$ cat src/rtl/fft_twiddle_gen_if.sv
// Sample-stream handshake and twiddle outputs between one FFT stage and its twiddle source.
interface fft_twiddle_gen_if #(
  parameter int TWIDDLE_WIDTH = 10
);
  logic                            ce_i;
  logic                            sync_i;
  logic signed [TWIDDLE_WIDTH-1:0] w_re_o;
  logic signed [TWIDDLE_WIDTH-1:0] w_im_o;
  logic                            valid_o;

  modport master (
    output ce_i, sync_i,
    input  w_re_o, w_im_o, valid_o
  );

  modport slave (
    input  ce_i, sync_i,
    output w_re_o, w_im_o, valid_o
  );
endinterface

$ cat src/rtl/fft_twiddle_gen.sv
// Twiddle source for one R2^2SDF stage: sample counter -> DIF exponent -> quarter-wave
// cosine ROM lookup -> quadrant sign fix-up, three pipeline registers, W = cos - j*sin.
module fft_twiddle_gen #(
  parameter int TWIDDLE_WIDTH = 10,
  parameter int FFT_N         = 1024,
  parameter int NLOG2         = 10,
  parameter int STAGE         = 0,
  parameter     TWIDDLE_FILE  = "cos.hex"
) (
  input  logic             clk_i,
  input  logic             rst_i,
  fft_twiddle_gen_if.slave tw_if
);
  localparam int          KW = NLOG2 - 2 * STAGE;
  localparam int unsigned QN = FFT_N / 4;
  localparam int          AW = NLOG2 - 1;
  localparam int          RW = NLOG2 - 2;
  localparam int          TW = TWIDDLE_WIDTH;

  // ROM image is generated at elaboration with the same rounding as the hex image,
  // so TWIDDLE_FILE only names the equivalent external table.
  function automatic logic [(QN+1)*TW-1:0] build_cos_rom();
    logic [(QN+1)*TW-1:0] img;
    real x, term, acc, fs;
    img = '0;
    fs  = real'((1 << (TW - 1)) - 1);
    for (int unsigned i = 0; i <= QN; i++) begin
      x    = 2.0 * 3.14159265358979323846 * real'(i) / real'(FFT_N);
      term = 1.0;
      acc  = 1.0;
      for (int unsigned n = 1; n <= 16; n++) begin
        term = -term * x * x / real'((2 * n - 1) * (2 * n));
        acc  = acc + term;
      end
      img[i*TW +: TW] = TW'($rtoi(acc * fs + 0.5));
    end
    return img;
  endfunction

  localparam logic [(QN+1)*TW-1:0] COS_ROM = build_cos_rom();

  logic [KW-1:0]          k_q, k_d, idx;
  logic [NLOG2-1:0]       e_q, e_d, m;
  logic [NLOG2+1:0]       prod;
  logic [1:0]             q, mult;
  logic                   v1_q, v1_d, v2_q, v2_d, v3_q, v3_d;
  logic [1:0]             quad_q, quad_d;
  logic [RW-1:0]          r;
  logic [AW-1:0]          a_cos, a_sin;
  logic signed [TW-1:0]   c_r_q, c_r_d, c_s_q, c_s_d;
  logic signed [TW-1:0]   w_re_q, w_re_d, w_im_q, w_im_d;

  // Counter and exponent mapping (feeds P1)
  always_comb begin
    idx = tw_if.sync_i ? '0 : k_q;
    k_d = k_q;
    if (tw_if.ce_i) begin
      k_d = idx + KW'(1);
    end else if (tw_if.sync_i) begin
      k_d = '0;
    end
    q = idx[KW-1 -: 2];
    m = NLOG2'(idx) & NLOG2'((FFT_N >> (2 * STAGE + 2)) - 1);
    case (q)
      2'd0:    mult = 2'd0;
      2'd1:    mult = 2'd2;
      2'd2:    mult = 2'd1;
      default: mult = 2'd3;
    endcase
    prod = (NLOG2+2)'(m) * (NLOG2+2)'(mult);
    e_d  = NLOG2'(prod << (2 * STAGE));
    v1_d = tw_if.ce_i;
  end

  // P2: both ROM reads for the exponent's quadrant-folded offset
  always_comb begin
    quad_d = e_q[NLOG2-1 -: 2];
    r      = e_q[RW-1:0];
    a_cos  = AW'(r);
    a_sin  = AW'(QN) - AW'(r);
    c_r_d  = COS_ROM[int'(a_cos)*TW +: TW];
    c_s_d  = COS_ROM[int'(a_sin)*TW +: TW];
    v2_d   = v1_q;
  end

  // P3: quadrant signs, W = cos - j*sin; hold outputs on empty slots
  always_comb begin
    w_re_d = w_re_q;
    w_im_d = w_im_q;
    if (v2_q) begin
      case (quad_q)
        2'd0: begin
          w_re_d = c_r_q;
          w_im_d = -c_s_q;
        end
        2'd1: begin
          w_re_d = -c_s_q;
          w_im_d = -c_r_q;
        end
        default: begin
          w_re_d = -c_r_q;
          w_im_d = c_s_q;
        end
      endcase
    end
    v3_d = v2_q;
  end

  always_ff @(posedge clk_i) begin
    if (rst_i) begin
      k_q    <= '0;
      e_q    <= '0;
      v1_q   <= 1'b0;
      v2_q   <= 1'b0;
      v3_q   <= 1'b0;
      quad_q <= '0;
      c_r_q  <= '0;
      c_s_q  <= '0;
      w_re_q <= '0;
      w_im_q <= '0;
    end else begin
      k_q    <= k_d;
      e_q    <= e_d;
      v1_q   <= v1_d;
      v2_q   <= v2_d;
      v3_q   <= v3_d;
      quad_q <= quad_d;
      c_r_q  <= c_r_d;
      c_s_q  <= c_s_d;
      w_re_q <= w_re_d;
      w_im_q <= w_im_d;
    end
  end

  assign tw_if.w_re_o  = w_re_q;
  assign tw_if.w_im_o  = w_im_q;
  assign tw_if.valid_o = v3_q;
endmodule

$ cat src/flat_wrapper.sv
// flat-port wrapper written by rule: the top's interface ports become plain ports
module fft_twiddle_gen_flat 
#(
  parameter int TWIDDLE_WIDTH = 10,
  parameter int FFT_N         = 1024,
  parameter int NLOG2         = 10,
  parameter int STAGE         = 0,
  parameter     TWIDDLE_FILE  = "       "
)
  (clk_i, rst_i, tw_if_ce_i, tw_if_sync_i, tw_if_w_re_o, tw_if_w_im_o, tw_if_valid_o);
  fft_twiddle_gen_if #(.TWIDDLE_WIDTH(TWIDDLE_WIDTH)) tw_if_i ();
  input  logic clk_i;
  input  logic rst_i;
  input wire logic [$bits(tw_if_i.ce_i)-1:0] tw_if_ce_i;
  input wire logic [$bits(tw_if_i.sync_i)-1:0] tw_if_sync_i;
  output wire logic [$bits(tw_if_i.w_re_o)-1:0] tw_if_w_re_o;
  output wire logic [$bits(tw_if_i.w_im_o)-1:0] tw_if_w_im_o;
  output wire logic [$bits(tw_if_i.valid_o)-1:0] tw_if_valid_o;
  assign tw_if_i.ce_i = tw_if_ce_i;
  assign tw_if_i.sync_i = tw_if_sync_i;
  assign tw_if_w_re_o = tw_if_i.w_re_o;
  assign tw_if_w_im_o = tw_if_i.w_im_o;
  assign tw_if_valid_o = tw_if_i.valid_o;
  fft_twiddle_gen #(.TWIDDLE_WIDTH(TWIDDLE_WIDTH), .FFT_N(FFT_N), .NLOG2(NLOG2), .STAGE(STAGE), .TWIDDLE_FILE(TWIDDLE_FILE)) u_core (.clk_i(clk_i), .rst_i(rst_i), .tw_if(tw_if_i));
endmodule
$ cat config.mk
export PLATFORM = sky130hd
export DESIGN_NAME = fft_twiddle_gen_flat
export DESIGN_NICKNAME = d
export VERILOG_FILES = /design/src/rtl/fft_twiddle_gen_if.sv /design/src/rtl/fft_twiddle_gen.sv /design/src/flat_wrapper.sv
export SDC_FILE = /design/constraint.sdc
export NUM_CORES = 1
export LEC_CHECK = 0
export ABC_AREA = 1
export CAP_MARGIN = 20
export CORE_ASPECT_RATIO = 1.25
export CORE_MARGIN = 4
export CORE_UTILIZATION = 55
export DETAILED_ROUTE_END_ITERATION = 7
export GPL_TIMING_DRIVEN = 0
export HOLD_SLACK_MARGIN = 0.03
export PLACE_DENSITY_LB_ADDON = 0.12
export SYNTH_ARGS = -nofsm -noshare
export SYNTH_HDL_FRONTEND = slang
export SYNTH_SLANG_ARGS = --single-unit
export TNS_END_PERCENT = 1
$ cat constraint.sdc
create_clock -name clk_i -period 3.5 [get_ports clk_i]
set_clock_uncertainty 0.1 [all_clocks]
set_input_delay 0.35 -clock clk_i [delete_from_list [all_inputs] [get_ports clk_i]]
set_output_delay 0.35 -clock clk_i [all_outputs]
set_load 0.03 [all_outputs]
==> results of run 1 <==
-- metal layers --
| layer | wire [um] | vias up |
|---|---|---|
| met5 | 0 | - |
| met4 | 1620 | 0 |
| met3 | 2730 | 147 |
| met2 | 11000 | 580 |
| met1 | 9670 | 3764 |
| li1 | - | 3992 |
-- final timing paths --
kind | to | cells past startpoint
max | u_core.c_s_q[3] | 15
min | u_core.v2_q | 2
max reg2reg | u_core.c_s_q[3] | 15
min reg2reg | u_core.v2_q | 2
-- area by class of cell --
cell class	instances	share of cell area [%]
multi-input combinational	934	62.0
sequential	63	17.0
inverter	132	6.71
buffer	59	3.94
timing repair buffer	23	3.10
clock buffer	10	3.08
tap	161	2.71
clock inverter	6	1.47
-- worst register-to-register path: stages, from the launching register on --
cell and delay [ns]:
dfxtp_1 0.47, buf_2 0.29, inv_1 0.17, buf_2 0.26
ha_1 0.44, inv_1 0.11, buf_2 0.29, nand2_1 0.20
nand2_1 0.14, nand2_1 0.07, o21ai_0 0.08, nand2_1 0.07
nand3_1 0.09, nand3_1 0.08, a21oi_1 0.32, nor2_1 0.07
-- what timing repair did --
action                                  in CTS  in global routing
endpoints found under the setup margin       5                  5
hold buffers                                 0                  0
buffers inserted                             0                  0
pin swaps                                    0                  0
resized for setup                            2                  6
-- synth_stat cells (2+ instances only) --
master,instances
buf_4,5
nand2_2,3
clkinv_1,6
o211ai_1,26
buf_6,3
nor2_2,3
a21oi_1,87
o21a_1,2
nor2_1,123
buf_2,22
or2_2,3
xor2_1,9
o22ai_1,8
dfxtp_1,63
a211oi_1,2
buf_1,5
nand3_1,133
inv_1,122
o21ai_0,88
nor3_1,11
clkbuf_1,24
o2111ai_1,2
o21ai_1,7
a31oi_1,7
nand2_1,352
or2_0,2
ha_1,34
a31o_2,2
nand4_1,11
o221ai_1,8
inv_2,3
-- layout by cell type, fill, tap and decap left out, types with 4 or more instances in the layout --
cell / netlist / layout
nand2_1: 352 / 352
nand3_1: 133 / 133
nor2_1: 123 / 123
inv_1: 122 / 121
o21ai_0: 88 / 88
a21oi_1: 87 / 87
dfxtp_1: 63 / 62
ha_1: 34 / 33
o211ai_1: 26 / 26
clkbuf_1: 24 / 23
clkdlybuf4s50_1: 0 / 23
buf_2: 22 / 22
nor3_1: 11 / 11
nand4_1: 11 / 11
xor2_1: 9 / 9
clkbuf_16: 0 / 9
o22ai_1: 8 / 8
o221ai_1: 8 / 8
o21ai_1: 7 / 7
a31oi_1: 7 / 7
clkinv_1: 6 / 6
buf_4: 5 / 5
buf_1: 5 / 5
inv_2: 3 / 4
-- registers in the layout, indices dropped and copies added (netlist names) --
signal / flops
u_core.e_q: 10
u_core.k_q: 10
u_core.tw_if.w_im_o: 10
u_core.tw_if.w_re_o: 10
u_core.c_r_q: 9
u_core.c_s_q: 9
u_core.quad_q: 2
u_core.tw_if.valid_o: 1
u_core.v1_q: 1
u_core.v2_q: 1
-- cell families after synthesis --
group	after synthesis	synth area share (%)
muxes	1	0.151
DFF	63	19.0
and+or+nand+nor	646	40.5
xor gates and xnor gates	9	1.19
adders and majority gates	35	6.71
AOI/OAI and AO/OA	243	20.6
buffers and inverters	191	11.9
-- where the power goes --
group          switching, mW  internal (mW)  leakage, nW
clock                  0.315          0.693        0.166
combinational         0.0786         0.0443         2.89
sequential            0.0132          0.738        0.515
-- through the flow --
| stage | setup WS [ns] | total power [mW] | std cells | setup TNS (ns) | instance area (um^2) |
|---|---|---|---|---|---|
| 6_report | 0.124 | 1.88 | 1388 | 0 | 7420 |
| 5_1_grt | 0.00856 | 1.93 | 1388 | 0 | 7420 |
| 4_1_cts | 0.0134 | 1.89 | 1388 | 0 | 7410 |
| 3_5_place_dp | -0.218 | 0.886 | 1372 | -0.429 | 7070 |
| 3_3_place_gp | -0.274 | 0.883 | 1372 | -0.609 | 7070 |
| 2_1_floorplan | 0.800 | 0.839 | 1188 | 0 | 6640 |
==> impl_metrics.toml, run 1 <==
[yosys]
syn_avg_cell_area_um2 = 5.59
syn_area_um2 = 6640
synth_seq_area_share_pct = 19.0
post_synthesis_net_count = 1227
yosysTopAreaCellShare_pct = 19.9
total_of_warnings_raised_by_yosys = 0
synth_cells = 1188
yosys_most_used_dff = "dfxtp_1"
ys_async_sr_fraction_pct = 0
synth_cell_types = 43
synth_area_leaders = "nand2_1, dfxtp_1, nand3_1"
post-synth-top-area-cell = "nand2_1"
yosys_register_bits = 63
number_of_enable_flip_flop_cells_after_synthesis = 0

[detailed_routing]
drt.antenna.violating_nets = 0
routed_wire_length_per_instance_um = 18.0
detail_route.iter0.violations = 936
routed_wirelength_um = 25000
total_via_count_in_the_routed_design = 8483
drc = 0
routed_vias_inst = 6.11
drt_pass1_iterations = 6

[global_route]
grt_pass1_wl_um = 39700
number_of_antenna_violations_at_the_first_check_in_global_routing = 0
first_global_vias = 8004
globalRoute.totalOverflow = 0
pin_count_of_the_biggest_net_entering_global_routing = 15
gr-max-usage-layer = "met2"
global_route_met3_usage_pct = 6.93
grt_use_met1_pct = 43.5
grt_use_met2_pct = 58.7
grt_usage_pct = 35.7

[power]
irDropWorstVdd_mv = 0.283
static_leakage_nw = 3.57
power.density_nw_per_um2 = 254

[critical_path]
timing.critical_path.mode_cell = "nand2_1"
cp_cell_sequence = "buf_2, inv_1, buf_2, ha_1, inv_1, buf_2, nand2_1, nand2_1, nand2_1, o21ai_0, nand2_1, nand3_1, nand3_1, a21oi_1, nor2_1"
critPathLaunchType = "register"
cp_slowest_cell = "dfxtp_1"
critical_path_peak_fanout = 14
req_time_crit_path_ns = 3.61
rr_startpoint = "u_core.e_q[2]"
crit_type = "reg2reg"
biggest_cell_delay_along_the_critical_path_ns = 0.47
worstPathArrival_ns = 3.48
setup_crit_end_kind = "register"
critical_path_buf_inv_count = 5
crit_family = "buffers and inverters"
worst-r2r-setup-slack_ns = 0.12
timing.critical_path.from = "u_core.e_q[2]"

[layout]
flow.area_growth_from_synthesis_pct = 11.8
nFillCells = 1177
multi_input_area_um2 = 4600
share_of_layout_cells_above_drive_strength_1_pct = 5.54
fin_util_pct = 63.3
sequential_cell_area_um2 = 1260
antenna_cells = 0
fin_nets = 1261

[die]
core-area_um2 = 11700
rows = 44
chipWidth_um = 106
io_pins = 25
dieArea_um2 = 13900
dieHeight_um = 131
initial_core_utilization_pct = 56.6

[clock_tree]
cts_inserted_buffers = 9
tritoncts_clock_tree = "yes"
clkSlewWorstSetupHoldPaths_ns = 0.05
clk_latency_ns = 0.33
ctsHtreeMaxLevel = 3
maximum_number_of_buffers_from_clock_root_to_sink = 2
clock-root-buffer = "clkbuf_16"
numClockSinks = 63

[placement]
detailed_place_hpwl_um = 18400
port-buffer-count = 23
finalWeightedCongestion = 1.01

[hold_path]
hp-class = "reg2reg"
hold_start = "u_core.v1_q"

[sta]
worstMarginPinSlew_ns = 0.856
maxSlewViolCount = 0
period_share_pct = 96.5
setup_viol = 0
final.min_clock_period_ns = 3.38
fmaxAchievable_mhz = 296
max_slew_margin_pct = 42.4
finalHoldViolCount = 0
rsz_0062_raised_after_global_routing = "false"
final.hold.worst_slack_ns = 0.309

[run]
maxcap_violations = 0

[status]
run_status = "finished clean"
Power figures use the tool's default switching activity.
==> run 2: changes to the inputs <==
- CELL_PAD_IN_SITES_DETAIL_PLACEMENT: not set -> 1
- CELL_PAD_IN_SITES_GLOBAL_PLACEMENT: not set -> 2
- CORE_UTILIZATION: 55 -> 33
==> run 2 against run 1 <==
  * Total power decreased by 11%
  * Wire length increased by 17%
  * First-iteration DRC count decreased by 41%
  * Via count decreased by 2.2%
  * Sequential power about the same
  * Non-clock buffer count increased by 2
  * Flip-flop and latch count unchanged
  * Largest power group unchanged
==> impl_metrics.toml, run 2 (synthesized netlist as in run 1, its figures left out) <==
[clock_tree]
cts_inserted_buffers = 9
clkSlewWorstSetupHoldPaths_ns = 0.05
numClockSinks = 63
post_cts_hold_buffer_count = 0
tritoncts_clock_tree = "yes"
clk_latency_ns = 0.34
clock-root-buffer = "clkbuf_16"
maximum_number_of_buffers_from_clock_root_to_sink = 2
ctsHtreeMaxLevel = 3

[sta]
maxSlewViolCount = 0
rsz_0062_raised_after_global_routing = "false"
max_slew_margin_pct = 49.2
fmaxAchievable_mhz = 293
setup_viol = 0
worstMarginPinSlew_ns = 0.759
final.setup.worst_slack_ns = 0.0874
final.hold.worst_slack_ns = 0.305
finalSetupTns_ns = 0
final.min_clock_period_ns = 3.41
finalHoldViolCount = 0
period_share_pct = 97.5

[layout]
mostFrequentLayoutCell = "nand2_1"
fin_nets = 1263
nFillCells = 2732
postLayoutCellArea_um2 = 7520
share_of_layout_cells_above_drive_strength_1_pct = 6.03
flow.area_growth_from_synthesis_pct = 13.3
antenna_cells = 0
mostFrequentLayoutCells = "nand2_1, nand3_1, nor2_1"

[detailed_routing]
drc = 0
routed_wirelength_um = 29300
total_via_count_in_the_routed_design = 8293
routed_wire_length_per_instance_um = 19.7
detail_route.iter0.violations = 555
drt.antenna.violating_nets = 0
drt_pass1_iterations = 5
routed_vias_inst = 5.55

[global_route]
grt_pass1_wl_um = 46300
first_global_vias = 8464
grt_usage_pct = 25.9
globalRoute.totalOverflow = 0
number_of_antenna_violations_at_the_first_check_in_global_routing = 0
pin_count_of_the_biggest_net_entering_global_routing = 15

[critical_path]
worstPathArrival_ns = 3.53
crit_type = "reg2reg"
cp_slowest_cell = "dfxtp_1"
critPathLaunchType = "register"
biggest_cell_delay_along_the_critical_path_ns = 0.50
req_time_crit_path_ns = 3.62
setup_crit_end_kind = "register"
critical_path_peak_fanout = 14
cp_cell_sequence = "buf_2, inv_1, clkbuf_4, ha_2, inv_1, clkbuf_4, ha_1, o21ai_0, nand2_1, nand3_1, nand3_1, a21oi_2, nor2_1"
r2r.worst_path.cells = 13

[die]
dieHeight_um = 167
core-area_um2 = 19600
dieArea_um2 = 22500
chipWidth_um = 135
initial_core_utilization_pct = 33.8
io_pins = 25
rows = 57

[placement]
detailed_place_hpwl_um = 22800
dpl_cell_area_um2 = 7200
dp_worst_setup_slack_ns = -0.535
finalWeightedCongestion = 0.953
port-buffer-count = 23

[run]
maxcap_violations = 0

[power]
switchingPower_mw = 0.396
power_mw = 1.67
power.share.combinational_pct = 7.4
power.clock.fraction_pct = 47.6
static_leakage_nw = 3.55
internal_power_mw = 1.27
irDropWorstVdd_mv = 0.260
switching_share_pct = 23.7
power.density_nw_per_um2 = 222
power_frac_seq_pct = 45.0

[status]
run_status = "finished clean"

[hold_path]
hp-class = "reg2reg"
hold_depth = 2
run 2: changes by cell type in the layout (fill, tap and decap cells not counted), moves of 2 or more:
cell / delta
buf_2: -3
buf_4: +2
bufinv_16: -3
clkbuf_4: +3
clkinvlp_4: +2
run 2: timing repair:
action                                  CTS  global route
setup buffers                             0             2
gates resized for setup                   8             7
endpoints found under the setup margin   11             7
run 2: layer usage:
metal,global-route usage [%],vias to the layer above,routed length [um]
met1,33.0,3980,12900
li1,-,3991,-
met3,3.17,79,1250
met5,0,-,0
met2,44.5,243,14000
met4,9.74,0,1160
run 2: final timing paths:
path | from | endpoint | slack (ns)
worst max-delay path | u_core.e_q[2] | u_core.c_s_q[3] | 0.09
worst min-delay path | u_core.e_q[9] | u_core.quad_q[1] | 0.31
worst max register to register | u_core.e_q[2] | u_core.c_s_q[3] | 0.09
worst min register to register | u_core.e_q[9] | u_core.quad_q[1] | 0.31
run 2: power by group through the flow:
stage          registers [mW]  logic, mW  clock network, mW
2_1_floorplan           0.786     0.0528                  0
3_3_place_gp            0.766      0.124                  0
3_5_place_dp            0.766      0.125                  0
4_1_cts                 0.751      0.126              0.808
5_1_grt                 0.753      0.137              0.848
6_report                0.750      0.124              0.793
run 2: stage by stage:
| step | util, % | cells |
|---|---|---|
| 3_3_place_gp | 36.7 | 1476 |
| 5_1_grt | 38.3 | 1493 |
| 4_1_cts | 38.1 | 1491 |
| 3_5_place_dp | 36.7 | 1476 |
| 2_1_floorplan | - | 1188 |
| 6_report | 38.3 | 1493 |
run 2: area by class of cell:
type | instances | area, um^2 | area share, %
buffer | 59 | 300 | 3.99
inverter | 132 | 502 | 6.67
timing repair buffer | 25 | 245 | 3.26
sequential | 63 | 1270 | 16.8
tap | 265 | 332 | 4.41
clock buffer | 11 | 243 | 3.23
multi-input combinational | 934 | 4610 | 61.3
clock inverter | 4 | 22.5 | 0.300
run 2: worst max-delay path, delay by kind of cell, from the launching register on:
kind / cells / cell delay (ns)
compound gates: 2 / 0.45
fa+ha+maj: 2 / 0.84
buf+inv: 5 / 1.03
flops: 1 / 0.50
simple gates: 4 / 0.35
